File: src/rtl/if_stage.sv
// Instruction-fetch stage with IF/ID pipeline register.
// Single outstanding level-hold fetch, one-entry skid buffer for stalls, redirect flush.
module if_stage #(
  parameter logic [31:0] RESET_PC = 32'h0000_0000,
  parameter logic [31:0] NOP_INST = 32'h0000_0013
) (
  input  logic        clk,
  input  logic        rst,
  output logic        imem_req,
  output logic [31:0] imem_addr,
  input  logic        imem_rvalid,
  input  logic [31:0] imem_rdata,
  input  logic        stall,
  input  logic        redirect_valid,
  input  logic [31:0] redirect_pc,
  output logic        id_valid,
  output logic [31:0] id_inst,
  output logic [31:0] id_pc,
  output logic [31:0] id_pc_plus4
);

  typedef enum logic [1:0] {
    S_FETCH    = 2'd0,
    S_DISCARD  = 2'd1,
    S_BUFFERED = 2'd2
  } state_t;

  state_t      r_state;
  state_t      w_state_next;
  logic [31:0] r_fetch_addr;
  logic [31:0] w_fetch_addr_next;
  logic [31:0] r_pend_pc;
  logic [31:0] w_pend_pc_next;
  logic [31:0] r_buf;
  logic [31:0] w_buf_next;
  logic [31:0] r_buf_pc;
  logic [31:0] w_buf_pc_next;
  logic        r_buf_valid;
  logic        w_buf_valid_next;

  logic        r_id_valid;
  logic        w_id_valid_next;
  logic [31:0] r_id_inst;
  logic [31:0] w_id_inst_next;
  logic [31:0] r_id_pc;
  logic [31:0] w_id_pc_next;
  logic [31:0] r_id_pc_plus4;
  logic [31:0] w_id_pc_plus4_next;

  logic        w_load;
  logic [31:0] w_load_inst;
  logic [31:0] w_load_pc;
  logic [31:0] w_redirect_tgt;
  logic [31:0] w_fetch_addr_plus4;
  logic        w_unused;

  assign w_redirect_tgt     = {redirect_pc[31:2], 2'b00};
  assign w_fetch_addr_plus4 = r_fetch_addr + 32'd4;
  assign w_unused           = ^redirect_pc[1:0];

  // The request is a level driven from state; reset forces it low in the same cycle.
  assign imem_req    = !rst && (r_state != S_BUFFERED);
  assign imem_addr   = r_fetch_addr;
  assign id_valid    = r_id_valid;
  assign id_inst     = r_id_inst;
  assign id_pc       = r_id_pc;
  assign id_pc_plus4 = r_id_pc_plus4;

  always_comb begin
    w_state_next       = r_state;
    w_fetch_addr_next  = r_fetch_addr;
    w_pend_pc_next     = r_pend_pc;
    w_buf_next         = r_buf;
    w_buf_pc_next      = r_buf_pc;
    w_buf_valid_next   = r_buf_valid;
    w_id_valid_next    = r_id_valid;
    w_id_inst_next     = r_id_inst;
    w_id_pc_next       = r_id_pc;
    w_id_pc_plus4_next = r_id_pc_plus4;
    w_load             = 1'b0;
    w_load_inst        = r_buf;
    w_load_pc          = r_buf_pc;

    case (r_state)
      S_FETCH: begin
        if (redirect_valid) begin
          if (imem_rvalid) begin
            w_fetch_addr_next = w_redirect_tgt;
          end else begin
            // Request still in flight: let it finish, then go to the target.
            w_pend_pc_next = w_redirect_tgt;
            w_state_next   = S_DISCARD;
          end
        end else if (imem_rvalid) begin
          w_fetch_addr_next = w_fetch_addr_plus4;
          if (!stall) begin
            w_load      = 1'b1;
            w_load_inst = imem_rdata;
            w_load_pc   = r_fetch_addr;
          end else begin
            w_buf_next       = imem_rdata;
            w_buf_pc_next    = r_fetch_addr;
            w_buf_valid_next = 1'b1;
            w_state_next     = S_BUFFERED;
          end
        end else if (!stall) begin
          w_id_valid_next = 1'b0;
          w_id_inst_next  = NOP_INST;
        end
      end

      S_DISCARD: begin
        if (imem_rvalid) begin
          w_fetch_addr_next = redirect_valid ? w_redirect_tgt : r_pend_pc;
          w_state_next      = S_FETCH;
        end else if (redirect_valid) begin
          w_pend_pc_next = w_redirect_tgt;
        end
      end

      S_BUFFERED: begin
        if (redirect_valid) begin
          w_buf_valid_next  = 1'b0;
          w_fetch_addr_next = w_redirect_tgt;
          w_state_next      = S_FETCH;
        end else if (!stall && r_buf_valid) begin
          w_load           = 1'b1;
          w_buf_valid_next = 1'b0;
          w_state_next     = S_FETCH;
        end
      end

      default: begin
        w_state_next = S_FETCH;
      end
    endcase

    if (w_load) begin
      w_id_valid_next    = 1'b1;
      w_id_inst_next     = w_load_inst;
      w_id_pc_next       = w_load_pc;
      w_id_pc_plus4_next = w_load_pc + 32'd4;
    end

    // Flush wins over stall and over any load decided above.
    if (redirect_valid) begin
      w_id_valid_next = 1'b0;
      w_id_inst_next  = NOP_INST;
    end
  end

  always_ff @(posedge clk) begin
    if (rst) begin
      r_state       <= S_FETCH;
      r_fetch_addr  <= RESET_PC;
      r_pend_pc     <= RESET_PC;
      r_buf         <= NOP_INST;
      r_buf_pc      <= 32'd0;
      r_buf_valid   <= 1'b0;
      r_id_valid    <= 1'b0;
      r_id_inst     <= NOP_INST;
      r_id_pc       <= 32'd0;
      r_id_pc_plus4 <= 32'd0;
    end else begin
      r_state       <= w_state_next;
      r_fetch_addr  <= w_fetch_addr_next;
      r_pend_pc     <= w_pend_pc_next;
      r_buf         <= w_buf_next;
      r_buf_pc      <= w_buf_pc_next;
      r_buf_valid   <= w_buf_valid_next;
      r_id_valid    <= w_id_valid_next;
      r_id_inst     <= w_id_inst_next;
      r_id_pc       <= w_id_pc_next;
      r_id_pc_plus4 <= w_id_pc_plus4_next;
    end
  end

endmodule
File: config.mk
export PLATFORM = sky130hd
export DESIGN_NAME = if_stage
export DESIGN_NICKNAME = d
export VERILOG_FILES = /design/src/rtl/if_stage.sv
export SDC_FILE = /design/constraint.sdc
export NUM_CORES = 1
export LEC_CHECK = 0
export ABC_AREA = 1
export ABC_CLOCK_PERIOD_IN_PS = 2400
export CAP_MARGIN = 20
export CORE_ASPECT_RATIO = 2
export CORE_MARGIN = 2
export CORE_UTILIZATION = 45
export DETAILED_ROUTE_END_ITERATION = 6
export HOLD_SLACK_MARGIN = 0.05
export PLACE_DENSITY = 0.72
export SYNTH_ARGS = -nofsm -noshare
export SYNTH_HDL_FRONTEND = slang
export SYNTH_SLANG_ARGS = --single-unit
File: constraint.sdc
create_clock -name clk -period 2.4 [get_ports clk]
set_input_delay 0.24 -clock clk [delete_from_list [all_inputs] [get_ports clk]]
set_output_delay 0.24 -clock clk [all_outputs]
set_load 0.05 [all_outputs]
-- Word level (Yosys, flattened, before mapping)
Cells that the tools add are included.
- register bits: 228
- input port bits: 69
- output and inout port bits: 130
- logic and storage cells: 92
- add/sub/neg operators: 2
- equality and inequality tests: 17
- muxes and demuxes: 46
- bitwise gates (word level): 1
- reduce and logical (&&, ||, !) cells: 16
- operators by type and width (kind ; count):
    32-bit 2-to-1 mux ; 20
    32-bit one-hot mux with 3 select lines ; 1
    32-bit by 3-bit adder with 32-bit output (second input constant) ; 2
    32-bit one-hot mux with 2 select lines ; 1
    2-bit != test (second input constant) ; 9
    1-bit 2-to-1 mux ; 14
    2-bit 2-to-1 mux ; 7
    3-bit != test (second input constant) ; 4
    4-bit AND reduction ; 3
    5-bit AND reduction ; 2
    2-bit one-hot mux with 3 select lines ; 1
    2-bit nonzero test ; 3
    2-bit by 1-bit != test with 1-bit output (second input constant) ; 2
    1-bit one-hot mux with 2 select lines ; 2
    3-bit AND reduction ; 1
    3-bit nonzero test ; 1
    2-bit by 1-bit == test with 1-bit output (second input constant) ; 1
    2-bit == test (second input constant) ; 1
    1-bit logical AND ; 2
    1-bit logical NOT ; 2
    2-bit logical NOT ; 1
    2-bit OR reduction ; 1
    1-bit inverter ; 1

-- Depth between registers and ports, before layout
Gate-level depths: netlist of run 1.
- depth in word-level cells: 7
- depth in mapped cells: 19
- mapped depth without buffers: 18

-- Least setup slack after synthesis of run 1
Ideal clock, no wire load.
- kind: reg2reg
- from: register r_state[0]
- to: register r_id_pc_plus4[20], in the netlist id_pc_plus4[20]
- library setup time: 110 ps
- arrival: 2262 ps
- required time: 2290 ps
- path slack: 28 ps
- stages on the path, launching flop included: 20
- buffers on the path: 1
- period minus slack after synthesis: 2372 ps
- cell sequence: dfxtp_1 -> inv_1 -> ha_1 -> inv_2 -> nor2_8 -> nand2_2 -> buf_6 -> nand2_1 -> o21ai_2 -> inv_1 -> ha_1 -> nand2_1 -> nor2_2 -> nand3_1 -> nor2_1 -> nand2_1 -> nand2_1 -> nand3_1 -> nand2_1 -> inv_1
- cells in the longest elaborated chain, start to end: 3
- elaborated cells on any way between the ends: 5
- classes of those cells: add/sub (1); eq/ne (1); mux (2); reduce/logical (1)
- RTL lines (item ; line ; text):
    start: declaration ; 28 ; state_t r_state;
    start signal: assignment ; 165 ; r_state <= w_state_next;
    2-bit logical NOT ; 84 ; case (r_state)
    32-bit 2-to-1 mux ; 84 ;
    net w_load_pc[2] ; 52 ; logic [31:0] w_load_pc;
    32-bit by 3-bit adder with 32-bit output ; 142 ; w_id_pc_plus4_next = w_load_pc + 32'd4;
    end signal: assignment ; 174 ; r_id_pc_plus4 <= w_id_pc_plus4_next;
    end: declaration ; 47 ; logic [31:0] r_id_pc_plus4;
The timed path passes the listed nets, and every way through them passes these cells.
A chain may end at the register's enable or synchronous reset.

-- Worst setup path after layout of run 1
- from: register r_fetch_addr[18], in the netlist imem_addr[18]
- to: output imem_addr[18]
- RTL lines (item ; line ; text):
    start: declaration ; 30 ; logic [31:0] r_fetch_addr;
    start signal: assignment ; 166 ; r_fetch_addr <= w_fetch_addr_next;
    end: declaration ; 10 ; output logic [31:0] imem_addr,
No word-level cell between the ends.

==> impl.org, run 1 <==
** Timing
- Relative slew slack :: 0.570
- Setup violations remaining at the end of the flow were counted as 0.
- Setup repair after global routing could not meet its margin everywhere.
- Across the routed clock network, the largest skew measured is 0.0119 ns.
- Subtracting the final worst setup slack from the clock period gives 2.33 ns.
- At the pin with the least slew margin, the transition time is 0.641 ns.
- The final-report hold violation count was 0.
- In the finished design, the share of the clock period the worst path needs comes to 0.973.
- Maximum operating frequency :: 428 MHz
- The final count of pins violating max slew was 0.

** Critical path
- The kind of cell with the highest combined delay along the critical path is buffers and inverters.
- Cell with the largest stage delay on the worst path :: sky130_fd_sc_hd__clkdlybuf4s50_1
- Nature of the critical path endpoint :: output pin
- In this run the worst path has a maximum fanout of 6.
- Data on the critical path is required at its endpoint by 2.16 ns.
- For this run, the slowest stage of the critical path takes 0.79 ns.
- Data on the critical path arrives at its endpoint at 2.09 ns.
- STA classifies the critical path startpoint as a register.
- The critical path contains buffers and inverters numbering 2 combined.
- Type of the setup path with the least slack :: register to output pin
- Traced cell by cell, the critical path runs through buf_4 -> clkdlybuf4s50_1.
- Launching point of the worst reg2reg path :: r_state[1]
- Worst setup startpoint :: imem_addr[18]

** Pwr
- Static leakage power :: 6.83 nW
- Power per cell area :: 1000 mW/mm^2
- Total power for the finished layout comes to 0.0165 W.
- Worst vdd rail ir drop :: 730 uV

** Worst hold path
- Worst min-delay path category :: input pin to register
- Hold path start :: rst

** Synthesis
- Of the post-synthesis cell area, the dominant cell type holds 0.385.
- The number of nets handed over by synthesis was 1,921.
- Simple-Gate Fraction of Synth Area :: 0.326
- Cell accounting for the most synthesized area :: sky130_fd_sc_hd__dfxtp_1
- By area, the combinational part of the netlist is dominated by simple AND/OR/NAND/NOR gates.
- Post-synthesis sequential element count :: 226
- The complex-gate fraction of the synthesized area came to 0.192.
- Synthesized netlist cell count :: 1,846
- Count of unique library cells instantiated by Yosys :: 42
- Synth warnings :: 0
- Dividing the synthesized area by the synthesized cell count gives 6.37 um^2.
- The share of the Yosys chip area taken by registers is 0.385.
- Of the total synthesized cell area, the portion taken by full adders, half adders and majority gates is 0.00638.
- The portion of synthesized area spent on multiplexers is 0.
- By area the synthesized netlist is led by sky130_fd_sc_hd__dfxtp_1 (38%), sky130_fd_sc_hd__nand2_1 (17%), sky130_fd_sc_hd__a21oi_1 (11%).
- Post-Synth XOR/XNOR Area :: 0.00745
- The cell area that synthesis handed to floorplanning was 0.0118 mm^2.

** Placement
- Final weighted congestion of routability-driven global placement :: 0.977
- Count of buffers inserted at the top-level ports :: 196
- The wire-length estimate of the detail-placed layout is 30.2 mm.

** GRT
- For this run, global-route usage on met1 was measured as 0.300.
- For this run the aggregate overflow at the end of global routing stands at 0.
- The first global-routing pass estimated 65.6 mm of wire.
- Global routing usage on met2 :: 0.574
- Largest net degree at the start of global routing :: 105
- Across every metal layer, demand over resource in global routing totals 0.294.
- Via count of the first global-routing pass :: 12,700
- Most congested layer reported by global routing :: met2
- GR met3 Demand/Resource :: 0.0292
- The initial antenna violation count was 2.

** Detailed routing
- Total number of vias :: 13,400
- After detailed routing, the total wire length is 42.1 mm.
- In the routed design, unresolved DRC markers number 0.
- After the first detailed-routing iteration, the DRC count stood at 849.
- Using the TritonRoute via totals, the vias-per-cell ratio works out to 5.34.
- Routed length per placed instance :: 16.8 um
- Number of search-and-repair iterations in the first detailed-routing pass :: 7
- Post-route antenna net violation count :: 0

** Finish
- Final layout net count :: 2,224
- In the final layout, the share of cells above drive strength 1 is 0.163.
- Final Core Density :: 0.642
- Layout Area Growth over Synthesis :: 40.0%

** Die
- Width of the chip :: 118 um
- Standard cell core area :: 0.0257 mm^2
- Total I/O pin count :: 199
- DIE AREA :: 0.0275 mm^2
- The initial utilization of the core area, before any placement, comes to 0.458.
- Overall die height :: 233 um
- The floorplan has 83 rows.

** Clocking
- TritonCTS built the clock tree.
- After clock tree synthesis, the clock-pin slew on the worst setup and hold paths is 0.06 ns.
- Total clock buffers created by CTS :: 22
- H-tree levels :: 1
- Number of sinks driven by the clock tree :: 226
- In this run the deepest clock path goes through 3 buffers.
- For this design, the CTS-stage hold fixing added 0 buffers.
- The tree is rooted in a sky130_fd_sc_hd__clkbuf_16.
- Worst-Skew Late Latency :: 0.54 ns

** Status
- The run finished with clean final reports.

** Flow run
- Maximum capacitance violations :: 0
[flip-flops by register name, summed over array words and instances (netlist names)]
signal       cells
id_valid         1
id_inst         32
r_buf_pc        32
r_buf_valid      1
imem_addr       32
r_buf           32
id_pc           32
r_state          2
r_pend_pc       32
id_pc_plus4     30
[synth_stat cells, drive strengths merged]
library cell and number:
or2 3, o21bai 2, a22o 1, o22ai 1, nand2 548, a21o 1
a31oi 6, nand4 14, and3 1, nand3 126, a2111oi 1, o21a 1
xor2 10, inv 126, a211oi 9, a21oi 261, nor2 197, o211ai 3
ha 6, o311ai 2, buf 42, nor3 38, a22oi 1, clkinv 4
dfxtp 226, clkbuf 73, o21ai 142, a221oi 1
[cells by family (layout without fill, tap and decap cells)]
group,Yosys count,in the layout
compound gates,432,432
xor+xnor,10,10
fa+ha+maj,6,6
buf+inv,245,561
flops,226,226
other cells,0,2
simple gates,927,928
[stage by stage]
stage,cell area [um^2],instances,setup WS (ns),setup TNS (ns),hold slack [ns]
after CTS,15900,2485,-0.0213,-0.0279,0.0653
after global routing,16500,2505,-0.0246,-0.0930,0.0914
after floorplan,11800,1846,0.0283,0,0.366
after detailed placement,15100,2441,-0.145,-2.15,0.447
final,16500,2505,0.0660,0,0.0813
after global placement,15100,2441,-0.129,-1.28,0.440
[final cells by class]
type / count / area, um^2
inverters: 130 / 490
well taps: 340 / 425
fillers: 2397 / 9190
flip-flops and latches: 226 / 4530
clock inverters: 6 / 98.8
multi-input cells: 1376 / 6610
clock buffers: 32 / 618
diodes: 2 / 5.00
repair buffers: 393 / 3690
[routing by layer]
layer  wire length, um  part of all wire
met5                 0                 0
met4              2450             0.058
met3              1820             0.043
met2             22900              0.54
met1             14900              0.35
[cells in the final DEF (no fill, tap or decap), types with 5 or more instances in the layout]
cell type	Yosys	final
sky130_fd_sc_hd__nand2_1	539	506
sky130_fd_sc_hd__a21oi_1	260	260
sky130_fd_sc_hd__dfxtp_1	226	224
sky130_fd_sc_hd__clkdlybuf4s50_1	0	193
sky130_fd_sc_hd__buf_4	6	176
sky130_fd_sc_hd__nor2_1	184	163
sky130_fd_sc_hd__o21ai_0	136	135
sky130_fd_sc_hd__nand3_1	125	117
sky130_fd_sc_hd__inv_1	117	109
sky130_fd_sc_hd__nand2_2	9	38
sky130_fd_sc_hd__nor3_1	36	32
sky130_fd_sc_hd__clkbuf_16	0	26
sky130_fd_sc_hd__nor2_4	4	18
sky130_fd_sc_hd__inv_2	9	16
sky130_fd_sc_hd__nor2_2	8	16
sky130_fd_sc_hd__nand4_1	14	14
sky130_fd_sc_hd__buf_12	0	12
sky130_fd_sc_hd__a211oi_1	9	9
sky130_fd_sc_hd__xor2_1	10	9
sky130_fd_sc_hd__clkbuf_1	73	7
sky130_fd_sc_hd__nand3_2	1	6
sky130_fd_sc_hd__a31oi_1	6	6
sky130_fd_sc_hd__nor3_2	2	6
sky130_fd_sc_hd__ha_1	6	5
sky130_fd_sc_hd__buf_6	2	5
[worst paths after layout]
| path | to | slack (ns) | cells after the start |
|---|---|---|---|
| min reg2reg | id_inst[2] | 0.46 | 2 |
| min | id_inst[1] | 0.08 | 3 |
| max reg2reg | id_pc_plus4[22] | 0.12 | 18 |
| max | imem_addr[18] | 0.07 | 2 |
[repair_timing]
action	4_1_cts	5_1_grt
gates cloned	2	4
pin swaps	4	38
setup endpoints to repair	13	24
resized for setup	11	97
setup buffers	4	15
[worst register-to-register path: stages, from the launching register on]
cell and delay (ns):
sky130_fd_sc_hd__dfxtp_2 0.32, sky130_fd_sc_hd__inv_2 0.07, sky130_fd_sc_hd__ha_4 0.15, sky130_fd_sc_hd__inv_4 0.05
sky130_fd_sc_hd__nor2_8 0.21, sky130_fd_sc_hd__nand2_8 0.14, sky130_fd_sc_hd__nand2_4 0.09, sky130_fd_sc_hd__o21ai_4 0.05
sky130_fd_sc_hd__inv_1 0.05, sky130_fd_sc_hd__ha_1 0.17, sky130_fd_sc_hd__nand2_2 0.07, sky130_fd_sc_hd__nor2_4 0.25
sky130_fd_sc_hd__nand3_4 0.14, sky130_fd_sc_hd__buf_4 0.15, sky130_fd_sc_hd__inv_1 0.07, sky130_fd_sc_hd__nand4_1 0.08
sky130_fd_sc_hd__nand3_1 0.08, sky130_fd_sc_hd__nand2_1 0.05, sky130_fd_sc_hd__inv_1 0.05
[report_power, final]
part | leakage [nW] | total (W) | switching (W) | internal [W]
Clock | 0.349 | 0.00356 | 0.00154 | 0.00201
Sequential | 1.84 | 0.00504 | 0.000589 | 0.00445
Combinational | 4.64 | 0.00788 | 0.00511 | 0.00277
Note: power is estimated with default switching activity, not from simulation.
==> run 2: changes to the inputs <==
- PLACE_DENSITY: 0.72 -> 0.69
==> run 2 against run 1 <==
Setup slack got worse by 0.016 ns. Combinational power decreased by 2.7%. Sequential share of layout area increased by 0.54 points. First-iteration DRC count decreased by 9.1%. Sequential power about the same. Routed wire length increased by 1.1%. Clock-buffer cell count decreased by 7. Largest cell class unchanged. Highest routed layer unchanged.
==> impl.org, run 2 (synthesized netlist as in run 1, its figures left out) <==
** Status
- The run finished with clean final reports.

** GRT
- The global route total overflow came to 0 (unchanged).
- The initial antenna violation count came to 2 (unchanged).
- The pin count of the biggest net entering global routing came to 95 (-9.5%).
- The total global routing track utilization is 0.301 (+0.00700).
- The wire length of the first global-routing pass was 66.6 mm (+1.7%).
- Via count of the first global-routing pass :: 12,800 (+0.81%)

** Clocking
- TritonCTS built the clock tree.
- Clk pin slew, worst setup/hold paths :: 0.07 ns (about the same)
- The maximum level of the CTS H-tree was 1 (unchanged).
- Number of sinks driven by the clock tree :: 226 (unchanged)
- CTS Hold Bufs :: 0 (unchanged)
- The deepest clock path buffer count was 3 (unchanged).
- Worst-Skew Late Latency :: 0.53 ns (about the same)
- The cell sitting at the root of the clock tree is a sky130_fd_sc_hd__clkbuf_16.
- Total clock buffers created by CTS :: 22 (unchanged)

** Detailed routing
- Routed length per placed instance :: 17.1 um (+1.9%)
- The vias after detailed routing came to 13,200 (-1.3%).
- Post-route antenna net violation count :: 0 (unchanged)
- Total Wirelength :: 42.5 mm (+1.1%)
- Number of search-and-repair iterations in the first detailed-routing pass :: 7 (unchanged)
- Number of remaining DRC errors :: 0 (unchanged)
- The number of violations reported at the end of detailed-routing iteration 0 was 772 (-9.1%).
- Routed vias/inst :: 5.31 (-0.52%)

** Critical path
- Arr. time, crit path :: 2.11 ns (+0.02 ns)
- The worst setup path is captured at an output pin.
- STA classifies the critical path startpoint as a register.
- The peak fanout along the critical path was 6 (unchanged).
- Data required time of the critical path :: 2.16 ns (about the same)
- Type of the setup path with the least slack :: register to output pin

** Die
- The starting density of the core is 0.458 (unchanged).
- Width of the chip :: 118 um (unchanged)
- Number of standard-cell rows in the floorplan :: 83 (unchanged)
- The number of top-level pins was 199 (unchanged).
- The full die area was 0.0275 mm^2 (unchanged).
- Standard cell core area :: 0.0257 mm^2 (unchanged)
- The vertical die dimension was 233 um (unchanged).

** Finish
- From synthesis to final layout, the design area changed by 37.2%.
- Leaving out fill and tap cells, the most frequent cell in the layout is sky130_fd_sc_hd__nand2_1.
- Final layout net count :: 2,205 (-0.85%)
- Commonest non-fill, non-tap cells in the layout :: sky130_fd_sc_hd__nand2_1 (531), sky130_fd_sc_hd__a21oi_1 (260), sky130_fd_sc_hd__dfxtp_1 (226), sky130_fd_sc_hd__clkdlybuf4s50_1 (193), sky130_fd_sc_hd__nor2_1 (175)
- The fill cell total of the finished layout is 2,464 (+2.8%).
- Ratio of cells with drive above 1 in the final layout :: 0.134 (-0.0284)

** Timing
- The accumulated negative setup slack was 0 ns (unchanged).
- Hold Worst Slack :: 0.193 ns (+0.112 ns)
- Setup skew after layout :: 0.0139 ns (+0.00195 ns)
- Maximum operating frequency :: 426 MHz (-0.68%)
- Period Utilization, post-route :: 0.979 (+0.00666)
- The worst-case headroom to the max-slew limit was 0.574 (+0.00413).
- Final Hold Viols :: 0 (unchanged)
- Number of setup violations in the final report :: 0 (unchanged)
- Slew at the pin with the worst max-slew slack :: 0.636 ns (-0.00423 ns)
- Unrepaired setup endpoints after global routing :: false
- The final count of pins violating max slew came to 0 (unchanged).
- The final critical delay including setup and external delays came to 2.35 ns (+0.0160 ns).

** Flow run
- Maximum capacitance violations :: 0 (unchanged)

** Pwr
- Static leakage power :: 6.75 nW (-1.3%)
- Worst vdd rail ir drop :: 918 uV (+26%)
- The total power per unit cell area came to 1020 mW/mm^2 (+2.1%).

** Placement
- The weighted congestion reported at the end of routability-driven placement was 0.987 (+1.0%).
- HPWL Detailed :: 31.8 mm (+5.3%)
- Count of buffers inserted at the top-level ports :: 196 (unchanged)

** Worst hold path
- Worst min-delay path category :: input pin to register
run 2: cell count changes in the layout (fill, tap and decap cells not counted), moves of 6 or more:
cell                       delta
sky130_fd_sc_hd__nor2_4       -7
sky130_fd_sc_hd__clkbuf_1     -6
sky130_fd_sc_hd__nand2_1     +25
sky130_fd_sc_hd__buf_4       -14
sky130_fd_sc_hd__nand3_1      +6
sky130_fd_sc_hd__nor2_1      +12
sky130_fd_sc_hd__nand2_2     -23
run 2: final cells by class:
type	count	area, um^2	share of cell area
inverter	130	490	0.0304
clock inverter	13	180	0.0112
timing repair buffer	374	3500	0.217
tap	340	425	0.0264
sequential	226	4520	0.280
multi-input combinational	1376	6420	0.398
clock buffer	25	593	0.0368
antenna	2	5.00	0.000310
run 2: worst paths after layout:
kind	start	to	cells after the start	slack (ns)
max	imem_addr[18]	imem_addr[18]	2	0.05
min reg2reg	id_inst[12]	id_inst[12]	2	0.46
min	rst	r_buf[1]	3	0.19
max reg2reg	r_state[0]	id_pc_plus4[31]	18	0.14
run 2: power breakdown:
part / switching, W / leakage (nW) / internal [W]
clock: 0.00156 / 0.373 / 0.00221
combinational: 0.00505 / 4.53 / 0.00263
sequential: 0.000595 / 1.84 / 0.00444
run 2: repair_timing:
item / in CTS / in global routing
cloned: 0 / 3
hold endpoints to repair: 0 / 0
buffers inserted: 1 / 1
gates resized for setup: 10 / 35
pin swaps: 3 / 6
setup endpoints to repair: 10 / 24
run 2: layer usage:
layer / share of wire / track usage / vias up
met1: 0.35 / 0.300 / 6092
met3: 0.042 / 0.0289 / 115
met2: 0.55 / 0.596 / 389
li1: - / - / 6598
met4: 0.056 / 0.171 / 0
met5: 0 / 0 / -
run 2: per-stage QoR:
| step | cells | util | power, W | setup WS, ns | instance area, um^2 |
|---|---|---|---|---|---|
| floorplan | 1846 | - | 0.00965 | 0.0283 | 11800 |
| global placement | 2441 | 0.590 | 0.0125 | -0.162 | 15100 |
| detailed placement | 2441 | 0.590 | 0.0126 | -0.207 | 15100 |
| CTS | 2480 | 0.621 | 0.0164 | -0.00208 | 15900 |
| global route | 2486 | 0.629 | 0.0174 | 0.000249 | 16100 |
| finish | 2486 | 0.629 | 0.0165 | 0.0500 | 16100 |
run 2: worst max-delay path, stage by stage (launching register included):
cell and delay (ns):
sky130_fd_sc_hd__dfxtp_1 0.58, sky130_fd_sc_hd__buf_4 0.20, sky130_fd_sc_hd__clkdlybuf4s50_1 0.80
